`src/rtl/sw_debounce_if.sv`:
```
// sw_debounce_if: switch inputs and debounced outputs/pulses of sw_debounce.
interface sw_debounce_if #(parameter int WIDTH = 8);
  logic [WIDTH-1:0] sw_in;
  logic [WIDTH-1:0] sw_out;
  logic             sw_changed;
  logic [WIDTH-1:0] sw_rise;
  logic [WIDTH-1:0] sw_fall;
  modport master (output sw_in, input sw_out, sw_changed, sw_rise, sw_fall);
  modport slave  (input sw_in, output sw_out, sw_changed, sw_rise, sw_fall);
endinterface

```
`src/rtl/sw_debounce.sv`:
```
// sw_debounce: per-channel 2-flop sync + stable-count debouncer with change pulse.
// Define SW_DEBOUNCE_EDGE_EN to get registered per-channel rise/fall pulses.
module sw_debounce #(
  parameter int WIDTH           = 8,
  parameter int DEBOUNCE_CYCLES = 450000
) (
  input logic          sys_clk,
  input logic          reset,
  sw_debounce_if.slave bus
);
  localparam int CW = $clog2(DEBOUNCE_CYCLES);
  localparam logic [CW-1:0] CMAX = CW'(DEBOUNCE_CYCLES - 1);
  typedef enum logic {STABLE, PENDING} state_t;
  logic [WIDTH-1:0] r_s1, r_s2;
  logic [WIDTH-1:0] w_out, w_upd;
  logic             r_changed;
  always_ff @(posedge sys_clk) begin
    if (reset) begin
      r_s1      <= '0;
      r_s2      <= '0;
      r_changed <= 1'b0;
    end else begin
      r_s1      <= bus.sw_in;
      r_s2      <= r_s1;
      r_changed <= |w_upd;
    end
  end
  for (genvar i = 0; i < WIDTH; i++) begin : g_ch
    state_t        r_state;
    logic [CW-1:0] r_cnt;
    logic          r_out;
    // an update happens only once the mismatch has been seen DEBOUNCE_CYCLES times in a row
    assign w_upd[i] = (r_state == PENDING) && (r_s2[i] != r_out) && (r_cnt == CMAX);
    assign w_out[i] = r_out;
    always_ff @(posedge sys_clk) begin
      if (reset) begin
        r_state <= STABLE;
        r_cnt   <= '0;
        r_out   <= 1'b0;
      end else if (r_state == STABLE) begin
        if (r_s2[i] != r_out) begin
          r_state <= PENDING;
          r_cnt   <= r_cnt + 1'b1;
        end
      end else if (r_s2[i] == r_out) begin
        r_state <= STABLE;
        r_cnt   <= '0;
      end else if (r_cnt == CMAX) begin
        r_out   <= r_s2[i];
        r_cnt   <= '0;
        r_state <= STABLE;
      end else begin
        r_cnt <= r_cnt + 1'b1;
      end
    end
  end
  assign bus.sw_out     = w_out;
  assign bus.sw_changed = r_changed;
`ifdef SW_DEBOUNCE_EDGE_EN
  logic [WIDTH-1:0] r_rise, r_fall;
  always_ff @(posedge sys_clk) begin
    r_rise <= reset ? '0 : w_upd & r_s2;
    r_fall <= reset ? '0 : w_upd & ~r_s2;
  end
  assign bus.sw_rise = r_rise;
  assign bus.sw_fall = r_fall;
`else
  assign bus.sw_rise = '0;
  assign bus.sw_fall = '0;
`endif
endmodule

```
`src/flat_wrapper.sv`:
```
// flat-port wrapper written by rule: the top's interface ports become plain ports
module sw_debounce_flat 
#(
  parameter int WIDTH           = 8,
  parameter int DEBOUNCE_CYCLES = 450000
)
  (sys_clk, reset, bus_sw_in, bus_sw_out, bus_sw_changed, bus_sw_rise, bus_sw_fall);
  sw_debounce_if #(.WIDTH(WIDTH)) bus_i ();
  input logic sys_clk;
  input logic reset;
  input wire logic [$bits(bus_i.sw_in)-1:0] bus_sw_in;
  output wire logic [$bits(bus_i.sw_out)-1:0] bus_sw_out;
  output wire logic [$bits(bus_i.sw_changed)-1:0] bus_sw_changed;
  output wire logic [$bits(bus_i.sw_rise)-1:0] bus_sw_rise;
  output wire logic [$bits(bus_i.sw_fall)-1:0] bus_sw_fall;
  assign bus_i.sw_in = bus_sw_in;
  assign bus_sw_out = bus_i.sw_out;
  assign bus_sw_changed = bus_i.sw_changed;
  assign bus_sw_rise = bus_i.sw_rise;
  assign bus_sw_fall = bus_i.sw_fall;
  sw_debounce #(.WIDTH(WIDTH), .DEBOUNCE_CYCLES(DEBOUNCE_CYCLES)) u_core (.sys_clk(sys_clk), .reset(reset), .bus(bus_i));
endmodule
```
`config.mk`:
```
export PLATFORM = sky130hd
export DESIGN_NAME = sw_debounce_flat
export DESIGN_NICKNAME = d
export VERILOG_FILES = /design/src/rtl/sw_debounce_if.sv /design/src/rtl/sw_debounce.sv /design/src/flat_wrapper.sv
export SDC_FILE = /design/constraint.sdc
export NUM_CORES = 1
export LEC_CHECK = 0
export ABC_CLOCK_PERIOD_IN_PS = 2050
export BUFFER_PORTS_ARGS = -buffer_cell sky130_fd_sc_hd__buf_2
export CAP_MARGIN = 25
export CORE_UTILIZATION = 50
export DETAILED_ROUTE_END_ITERATION = 10
export PLACE_DENSITY = 0.69
export SYNTH_ARGS = -nofsm -noshare
export SYNTH_HDL_FRONTEND = slang
export SYNTH_SLANG_ARGS = --single-unit
```
`constraint.sdc`:
```
create_clock -name sys_clk -period 2.05 [get_ports sys_clk]
set_input_delay 0.3075 -clock sys_clk [delete_from_list [all_inputs] [get_ports sys_clk]]
set_output_delay 0.3075 -clock sys_clk [all_outputs]
set_load 0.05 [all_outputs]
```
==> run_results.csv, run 1 <==
group,metric,value,unit
status,outcome,"completed",
setup_path,worstSetupPathType,"flop to flop",
min_path,min-delay-start,"bus_sw_in[5]",
yosys,synthFlopType,"sky130_fd_sc_hd__dfxtp_1",
yosys,main_combinational_cell_family_by_area_after_synthesis,"simple AND/OR/NAND/NOR gates",
clocking,tritoncts,"yes",
global_routing,pin_count_of_the_biggest_net_entering_global_routing,29,
place,gp_congestion,0.825,
setup_path,worstPathBufferInverterCount,1,
final_layout,fin_nets,1206,
timing,period_minus_slack,2010,ps
timing,fin_setup_tns,0,ps
global_routing,grt_pass1_vias,7368,
floorplanning,top_level_ports,35,
final_layout,final_cell_mix,"sky130_fd_sc_hd__dfxtp_1 (184), sky130_fd_sc_hd__nand2_1 (121), sky130_fd_sc_hd__a21oi_1 (85)",
run,cap_violations,0,
clocking,insertion_delay,440,ps
yosys,netlist-cell-type-count,67,
detailed_routing,postRouteWirelength,20700,um
floorplanning,row_count,48,
yosys,synth_compound_area_share,19.4,%
floorplanning,horizontal_extent_of_the_die,137,um
clocking,clock_sinks,185,
final_layout,fillCellCount,1533,
power,clkPwrFrac,44.7,%
yosys,synth_enable_flop_cells,0,
power,internal-power,5.56,mW
final_layout,layout-drive-gt1-share,14.1,%
timing,setup_viol,0,
clocking,clock_tree.root_cell,"sky130_fd_sc_hd__clkbuf_16",
power,portion_of_total_power_attributed_to_sequential_cells,50.1,%
yosys,synthesized_netlist_cell_count,1111,
clocking,cts.hold.buffers_added,0,
yosys,post_synth_and_or_nand_nor_area_fraction,28.1,%
final_layout,layout.cells.most_common,"sky130_fd_sc_hd__dfxtp_1",
timing,finalHoldWorstSlack,75.2,ps
final_layout,multi_input_area,5140,sq um
clocking,worst_setup_hold_path_clk_slew,70,ps
setup_path,start_kind,"flop",
yosys,synth_mux_area_share,1.98,%
detailed_routing,detail-route-antenna-nets,0,
setup_path,timing.critical_path.required,2360,ps
setup_path,crit_start,"u_core.g_ch[1].r_cnt[5]",
global_routing,grt_overflow_total,0,
setup_path,critPathCaptureType,"flop",
clocking,cts_max_level,4,
timing,rsz0062_at_grt,"yes",
place,io_buffers,18,
yosys,ffs_w_async_s_r_synth,0,%
detailed_routing,vias_per_cell,5.87,
detailed_routing,initialDrtViolationCount,456,
min_path,hold_path_class,"primary input to flop",
power,power.share.combinational,5.2,%
timing,final_hold_viol_count,0,
timing,fin_crit_sh,98.1,%
yosys,yosys_warnings,0,
timing,final-max-slew-violation-count,0,
clocking,cts_inserted_buffers,17,
timing,timing.max_slew.rel_slack,31.5,%
detailed_routing,drt-pass1-iter-count,5,
yosys,synth_xor_xnor_area_share,3.66,%
timing,slew_at_the_pin_closest_to_its_max_slew_limit,1020,ps
place,dp_hpwl,14600,um
floorplanning,core_area,17500,sq um
final_layout,area_growth,16.2,%
final_layout,num_antenna_cells,0,
yosys,synth_adder_area_share,1.10,%
yosys,synthesis.area,9100,sq um
global_routing,global_route.usage.total,22.9,%
final_layout,seq_area,3700,sq um
setup_path,critical_path_arrival,2320,ps
timing,fin_worst_skew,7.98,ps
power,power.static_leakage,3.84,nW
detailed_routing,route.vias.total,8365,
timing,fmaxAchievable,497,MHz
setup_path,startpoint_of_the_worst_slack_reg_to_reg_timing_path,"u_core.g_ch[1].r_cnt[5]",
global_routing,grt_first_pass_wirelength,34400,um
power,max-vdd-ir-drop,0.000582,V
clocking,cts.path.max_buffers,2,
yosys,synth_seq_cells,185,
setup_path,max_stage_delay,500,ps
power,power.share.switching,23.4,%
setup_path,path_cells,"or4_1, or4_4, o211a_4, buf_12, a41oi_2, a31oi_1",
detailed_routing,wl_cell,14.5,um
yosys,synth-seq-area-share,40.7,%
power,p_sw,1.70,mW
yosys,postSynthAreaPerCell,8.19,sq um
power,power.density_cell_area,687,nW/um^2
setup_path,critical_path.slowest_cell,"sky130_fd_sc_hd__or4_1",
floorplanning,dieHeight,137,um
floorplanning,initial_utilization,51.9,%
detailed_routing,drcViolationCount,0,
setup_path,timing.critical_path.fanout_max,16,
floorplanning,die_area,18700,sq um
global_routing,antenna_violations_before_repair,0,
setup_path,cell_class_contributing_the_biggest_share_of_worst_path_delay,"simple AND/OR/NAND/NOR gates",
[worst reg2reg max path: stages, from the launching register on]
cell,delay [ps]
sky130_fd_sc_hd__dfxtp_1,310
sky130_fd_sc_hd__or4_1,500
sky130_fd_sc_hd__or4_4,440
sky130_fd_sc_hd__o211a_4,260
sky130_fd_sc_hd__buf_12,150
sky130_fd_sc_hd__a41oi_2,180
sky130_fd_sc_hd__a31oi_1,50
[sequential cells by signal, indices dropped and copies added, names as in the netlist]
register	flops
u_core.g_ch.r_cnt	152
u_core.r_s2	8
u_core.r_s1	8
u_core.g_ch.r_out	8
u_core.g_ch.r_state	8
u_core.bus.sw_changed	1
[final timing paths]
check	to	slack [ps]	cells past startpoint
worst min register to register	u_core.r_s2[2]	440	1
worst min-delay path	u_core.r_s1[5]	80	2
worst max register to register	u_core.g_ch[1].r_cnt[16]	40	6
worst max-delay path	u_core.g_ch[1].r_cnt[16]	40	6
[per-layer routing]
layer / wire length, um / share of wire [%] / global-route usage [%] / up-vias
li1: - / - / - / 4235
met1: 10100 / 49 / 31.0 / 3944
met2: 9490 / 46 / 36.9 / 169
met5: 0 / 0 / 0 / -
met3: 902 / 4.3 / 4.22 / 17
met4: 225 / 1.1 / 7.33 / 0
[synthesized netlist by cell type (19+ instances only)]
cell type                  number  share of area [%]
sky130_fd_sc_hd__a21oi_1       86                4.7
sky130_fd_sc_hd__a22o_1        30                2.9
sky130_fd_sc_hd__a31oi_1       63                4.3
sky130_fd_sc_hd__and3_1        27                1.9
sky130_fd_sc_hd__buf_4         24                2.0
sky130_fd_sc_hd__clkbuf_1      20               0.83
sky130_fd_sc_hd__dfxtp_1      185                 41
sky130_fd_sc_hd__inv_1         25                1.0
sky130_fd_sc_hd__nand2_1      122                5.0
sky130_fd_sc_hd__nand3_1       78                4.3
sky130_fd_sc_hd__nand4_1       33                2.3
sky130_fd_sc_hd__nor2_1        75                3.1
sky130_fd_sc_hd__nor2b_1       21                1.4
sky130_fd_sc_hd__nor3_1        34                1.9
sky130_fd_sc_hd__o21ai_0       56                3.1
sky130_fd_sc_hd__xnor2_1       19                1.8
sky130_fd_sc_hd__xor2_1        19                1.8
[power groups by stage]
stage / clock network [mW] / registers [mW] / logic, mW
floorplan: 0 / 3.72 / 0.280
global placement: 0 / 3.72 / 0.360
detailed placement: 0 / 3.72 / 0.368
CTS: 3.28 / 3.64 / 0.370
global route: 3.42 / 3.64 / 0.414
finish: 3.24 / 3.64 / 0.378
[stage by stage]
stage	area [sq um]	worst slack [ps]	util, %	power (mW)	cells
final	10600	38.3	60.3	7.26	1426
after global placement	9810	0.199	55.9	4.08	1391
after floorplan	9150	36.3	-	4.00	1126
after CTS	10400	8.09	59.3	7.29	1424
after global routing	10600	-68.3	60.3	7.48	1426
after detailed placement	9820	-10.1	56.0	4.09	1392
[what timing repair did]
item                                   CTS  global route
gates cloned                             0             1
setup buffers                            0             1
endpoints found under the hold margin    0             0
gates resized for setup                  1            31
pin swaps                                0             4
setup endpoints to repair                1            42
[cell families after synthesis]
kind of cell	Yosys count
and+or+nand+nor	494
AOI/OAI and AO/OA	281
DFF	185
buffers and inverters	86
xor gates and xnor gates	38
muxes	18
adders and majority gates	8
other	1
[cell type report]
type / count / area share, %
timing repair inverter: 1 / 0.0710
tap: 225 / 2.66
clock buffer: 22 / 4.30
multi-input combinational: 855 / 48.6
inverter: 27 / 1.02
sequential: 185 / 35.0
timing repair buffer: 101 / 7.14
clock inverter: 10 / 1.12
Power figures use the tool's default switching activity.
==> run 2, diff against run 1 <==
Settings changed: CTS_BUF_LIST set to sky130_fd_sc_hd__clkbuf_8.
==> run 2 against run 1 <==
Against the previous run: combinational power is essentially flat; setup slack lost 33 ps; sequential share of layout area up 0.65 points; final cell count hardly changed; hold slack worse by 38 ps; clock skew is 6.5 ps higher; first-iteration DRC count is 0.22% lower; clock power down 25%; via count decreased by 0.63%; routed wire length grew 0.38%; core utilization down 1.1 points; clock-buffer cell count decreased by 4; critical endpoint unchanged.
==> run_results.csv, run 2 (synthesis gave the netlist of run 1 again) <==
group,metric,value,unit
final_layout,multi_input_area,5140,sq um
timing,fin_worst_skew,14.5,ps
status,outcome,"completed",
final_layout,max_flop_register,"u_core.g_ch.r_cnt",
timing,worst_setup_slack_after_layout,5.08,ps
power,internal-power,4.83,mW
power,portion_of_total_power_attributed_to_sequential_cells,56.5,%
detailed_routing,drcViolationCount,0,
setup_path,startpoint_of_the_worst_slack_reg_to_reg_timing_path,"u_core.g_ch[1].r_cnt[5]",
detailed_routing,drt-pass1-iter-count,5,
setup_path,timing.reg2reg.worst_path_depth,6,
detailed_routing,detail-route-antenna-nets,0,
setup_path,timing.critical_path.required,2390,ps
min_path,timing.hold.worst_path_depth,2,
final_layout,fin_nets,1207,
clocking,clock_sinks,185,
floorplanning,initial_utilization,51.9,%
final_layout,area_growth,14.1,%
power,clkPwrFrac,37.6,%
place,dp_hpwl,14600,um
setup_path,start_kind,"flop",
floorplanning,core_area,17500,sq um
clocking,cts_inserted_buffers,17,
timing,slew_at_the_pin_closest_to_its_max_slew_limit,1030,ps
final_layout,layout.cells.most_common,"sky130_fd_sc_hd__dfxtp_1",
final_layout,final_cell_mix,"sky130_fd_sc_hd__dfxtp_1 (183), sky130_fd_sc_hd__nand2_1 (121), sky130_fd_sc_hd__a21oi_1 (86)",
detailed_routing,postRouteWirelength,20800,um
setup_path,critical_path_arrival,2390,ps
floorplanning,row_count,48,
floorplanning,top_level_ports,35,
final_layout,largest_register_ffs,152,
detailed_routing,vias_per_cell,5.82,
timing,setup_viol,0,
final_layout,final_util,59.2,%
setup_path,timing.critical_path.fanout_max,8,
clocking,clock_tree.root_cell,"sky130_fd_sc_hd__clkbuf_8",
setup_path,r2r_slack,5,ps
detailed_routing,route.vias.total,8312,
clocking,tritoncts,"yes",
floorplanning,dieHeight,137,um
setup_path,critPathCaptureType,"flop",
place,placement.setup.worst_slack,-10.1,ps
timing,fin_crit_sh,99.8,%
final_layout,layout-drive-gt1-share,14.1,%
final_layout,fillCellCount,1582,
power,power.density_cell_area,620,nW/um^2
timing,timing.max_slew.rel_slack,30.8,%
timing,final-max-slew-violation-count,0,
clocking,insertion_delay,470,ps
global_routing,grt_pass1_vias,7410,
place,io_buffers,18,
timing,final_hold_viol_count,0,
clocking,cts.path.max_buffers,2,
setup_path,worstSetupPathType,"flop to flop",
place,dpl.cell_count,1392,
global_routing,grt_overflow_total,0,
global_routing,grt_first_pass_wirelength,34300,um
setup_path,rr_endpoint,"u_core.g_ch[1].r_cnt[16]",
timing,fmaxAchievable,489,MHz
min_path,hold_path_class,"primary input to flop",
place,gp_congestion,0.825,
floorplanning,die_area,18700,sq um
timing,rsz0062_at_grt,"yes",
final_layout,fin_cells,1427,
detailed_routing,initialDrtViolationCount,455,
timing,period_minus_slack,2040,ps
global_routing,antenna_violations_before_repair,0,
run,cap_violations,0,
final_layout,num_antenna_cells,0,
detailed_routing,wl_cell,14.6,um
clocking,worst_setup_hold_path_clk_slew,90,ps
power,p_sw,1.61,mW
min_path,min-delay-start,"bus_sw_in[5]",
floorplanning,horizontal_extent_of_the_die,137,um
clocking,cts_max_level,4,
power,max-vdd-ir-drop,0.000410,V
final_layout,seq_area,3710,sq um
global_routing,global_route.usage.total,22.8,%
power,power.static_leakage,3.77,nW
power,power.share.combinational,5.9,%
global_routing,pin_count_of_the_biggest_net_entering_global_routing,29,
power,power.share.switching,24.9,%
clocking,cts.hold.buffers_added,0,
min_path,holdPathEnd,"u_core.r_s1[5]",
run 2: cell count changes in the layout (fill, tap and decap cells not counted), sizes merged:
cell,before,now
inv,26,30
clkbuf,22,18
buf,101,102
run 2: power by group through the flow:
stage          clock, mW  sequential (mW)  combinational [mW]
6_report            2.42             3.64               0.378
5_1_grt             2.59             3.64               0.414
4_1_cts             2.46             3.64               0.370
3_5_place_dp           0             3.72               0.368
3_3_place_gp           0             3.72               0.360
2_1_floorplan          0             3.72               0.280
run 2: what timing repair did:
item,4_1_cts,5_1_grt
buffers inserted,0,1
cloned,0,2
resized for setup,1,31
pin swaps,0,5
setup endpoints to repair,1,44
run 2: worst max-delay path by stage:
stage,start,depth (start not counted),end
2_1_floorplan,u_core.g_ch[1].r_cnt[5],7,u_core.g_ch[1].r_cnt[10]
3_3_place_gp,u_core.g_ch[1].r_cnt[5],6,u_core.g_ch[1].r_cnt[16]
3_5_place_dp,u_core.g_ch[1].r_cnt[5],6,u_core.g_ch[1].r_cnt[16]
4_1_cts,u_core.g_ch[1].r_cnt[5],6,u_core.g_ch[1].r_cnt[16]
5_1_grt,u_core.g_ch[1].r_cnt[5],6,u_core.g_ch[1].r_cnt[16]
6_report,u_core.g_ch[1].r_cnt[5],6,u_core.g_ch[1].r_cnt[16]
run 2: critical path, stage by stage, from the launching register on:
cell and delay, ps:
sky130_fd_sc_hd__dfxtp_2 320, sky130_fd_sc_hd__or4_1 500, sky130_fd_sc_hd__or4_4 430, sky130_fd_sc_hd__o211a_4 270
sky130_fd_sc_hd__buf_6 140, sky130_fd_sc_hd__a41oi_2 200, sky130_fd_sc_hd__a31oi_1 50
run 2: area by class of cell:
| cell class | instances | area share (%) |
|---|---|---|
| clock inverter | 14 | 1.29 |
| clock buffer | 18 | 2.39 |
| timing repair buffer | 102 | 7.27 |
| sequential | 185 | 35.7 |
| timing repair inverter | 1 | 0.0723 |
| tap | 225 | 2.71 |
| multi-input combinational | 855 | 49.5 |
| inverter | 27 | 1.04 |
run 2: layer usage:
layer | GRT usage (%) | up-vias | wire [um]
li1 | - | 4236 | -
met1 | 30.9 | 3907 | 10200
met2 | 36.9 | 154 | 9580
met3 | 4.11 | 15 | 796
met4 | 6.90 | 0 | 217
met5 | 0 | - | 0
run 2: through the flow:
step / total power, mW / cell area (sq um) / TNS [ps] / hold slack, ps
2_1_floorplan: 4.00 / 9150 / 0 / 414
3_3_place_gp: 4.08 / 9810 / 0 / 418
3_5_place_dp: 4.09 / 9820 / -10.1 / 427
4_1_cts: 6.47 / 10200 / 0 / 22.8
5_1_grt: 6.65 / 10400 / -276 / 24.8
6_report: 6.44 / 10400 / 0 / 37.5
==> run 3, diff against run 2 <==
Settings changed: HOLD_SLACK_MARGIN set to 0.08.
==> run 3 against run 2 <==
Against the previous run: core utilization grew 0.34 points; flip-flop and latch count is the same; final cell count grew 0.42%; setup slack is essentially flat.
==> run_results.csv, run 3 (synthesis gave the netlist of run 1 again) <==
group,metric,value,unit
final_layout,area_growth,14.8,%
clocking,tritoncts,"yes",
power,max-vdd-ir-drop,0.000408,V
clocking,cts_inserted_buffers,17,
final_layout,final_area,10400,sq um
clocking,cts.path.max_buffers,2,
clocking,cts_max_level,4,
detailed_routing,met2RoutedLength,9590,um
power,power.static_leakage,3.80,nW
global_routing,pin_count_of_the_biggest_net_entering_global_routing,29,
timing,rsz0062_at_grt,"yes",
detailed_routing,initialDrtViolationCount,431,
floorplanning,die_area,18700,sq um
run,cap_violations,0,
detailed_routing,drt-pass1-iter-count,5,
detailed_routing,route.vias.total,8338,
detailed_routing,wl_cell,14.5,um
timing,slew_at_the_pin_closest_to_its_max_slew_limit,1030,ps
timing,timing.max_slew.rel_slack,30.7,%
detailed_routing,detail-route-antenna-nets,0,
detailed_routing,top_layer_used,"met4",
timing,period_minus_slack,2050,ps
global_routing,global_route.usage.total,22.8,%
final_layout,layout.cells.most_common,"sky130_fd_sc_hd__dfxtp_1",
setup_path,worstSetupPathType,"flop to flop",
final_layout,num_antenna_cells,0,
floorplanning,row_count,48,
detailed_routing,wl_met3,790,um
min_path,hold_path_class,"primary input to flop",
final_layout,fin_nets,1213,
setup_path,critPathCaptureType,"flop",
clocking,clock_sinks,185,
floorplanning,top_level_ports,35,
setup_path,timing.critical_path.required,2390,ps
clocking,insertion_delay,470,ps
status,outcome,"completed",
global_routing,grt_first_pass_wirelength,34400,um
detailed_routing,postRouteWirelength,20800,um
setup_path,start_kind,"flop",
setup_path,critical_path_arrival,2390,ps
clocking,clock_tree.root_cell,"sky130_fd_sc_hd__clkbuf_8",
detailed_routing,drcViolationCount,0,
place,dp_hpwl,14600,um
timing,fin_crit_sh,99.8,%
floorplanning,dieHeight,137,um
timing,fmaxAchievable,489,MHz
timing,final_hold_viol_count,0,
final_layout,final_cell_mix,"sky130_fd_sc_hd__dfxtp_1 (183), sky130_fd_sc_hd__nand2_1 (121), sky130_fd_sc_hd__a21oi_1 (86)",
floorplanning,initial_utilization,51.9,%
global_routing,antenna_violations_before_repair,0,
place,gp_congestion,0.825,
floorplanning,core_area,17500,sq um
final_layout,layout-drive-gt1-share,14.0,%
clocking,worst_setup_hold_path_clk_slew,90,ps
final_layout,largest_register_ffs,152,
place,io_buffers,18,
final_layout,max_flop_register,"u_core.g_ch.r_cnt",
global_routing,grt_overflow_total,0,
timing,setup_viol,0,
timing,fin_setup_tns,0,ps
detailed_routing,vias_per_cell,5.82,
detailed_routing,met1_wl,10200,um
floorplanning,horizontal_extent_of_the_die,137,um
global_routing,grt_pass1_vias,7431,
power,power.density_cell_area,617,nW/um^2
timing,final-max-slew-violation-count,0,
setup_path,timing.critical_path.fanout_max,8,
timing,fin_worst_skew,14.6,ps
place,placed_area,9820,sq um
-- run 3: changes by cell type in the layout (fill, tap and decap cells not counted), sizes merged --
cell	before	now
dlygate4sd3	0	6
-- run 3: worst paths after layout --
check,start,slack (ps),endpoint,cells past startpoint
hold reg to reg,u_core.r_s1[2],440,u_core.r_s2[2],1
setup / recovery,u_core.g_ch[1].r_cnt[5],5,u_core.g_ch[1].r_cnt[16],6
hold / removal,bus_sw_in[0],110,u_core.r_s1[0],2
setup reg to reg,u_core.g_ch[1].r_cnt[5],5,u_core.g_ch[1].r_cnt[16],6
-- run 3: timing repair --
action                                 in CTS  in global routing
pin swaps                                   0                  5
gates cloned                                0                  2
endpoints found under the hold margin       6                  0
setup endpoints to repair                   1                 44
hold buffers                                6                  0
gates resized for setup                     1                 31
setup buffers                               0                  1
-- run 3: final cells by class --
class,instances,area (sq um)
fillers,1577,7100
clock buffers,18,248
repair buffers,108,815
flip-flops and latches,185,3710
inverters,27,108
well taps,225,282
repair inverters,1,7.51
multi-input cells,855,5140
clock inverters,14,134
-- run 3: layer usage --
layer | GRT usage [%] | vias to the layer above
li1 | - | 4249
met1 | 30.9 | 3923
met2 | 37.0 | 152
met3 | 4.11 | 14
met4 | 6.90 | 0
met5 | 0 | -
-- run 3: worst max-delay path: stages, from the launching register on --
cell and delay, ps:
sky130_fd_sc_hd__dfxtp_2 320, sky130_fd_sc_hd__or4_1 500, sky130_fd_sc_hd__or4_4 430, sky130_fd_sc_hd__o211a_4 270, sky130_fd_sc_hd__buf_6 140, sky130_fd_sc_hd__a41oi_2 200, sky130_fd_sc_hd__a31oi_1 50
-- run 3: report_power, final --
group / internal (mW) / leakage [nW] / switching [mW]
clock network: 1.10 / 0.200 / 1.32
registers: 3.62 / 1.50 / 0.0198
logic: 0.119 / 2.10 / 0.268
total: 4.84 / 3.80 / 1.60
-- run 3: metrics by stage --
stage	worst slack (ps)	cells	power, mW	hold WS, ps	util, %
floorplan	36.3	1126	4.00	414	-
global placement	0.199	1391	4.08	418	55.9
detailed placement	-10.1	1392	4.09	427	56.0
CTS	3.87	1430	6.48	104	58.5
global route	-74.2	1433	6.66	89.1	59.5
finish	4.77	1433	6.44	111	59.5
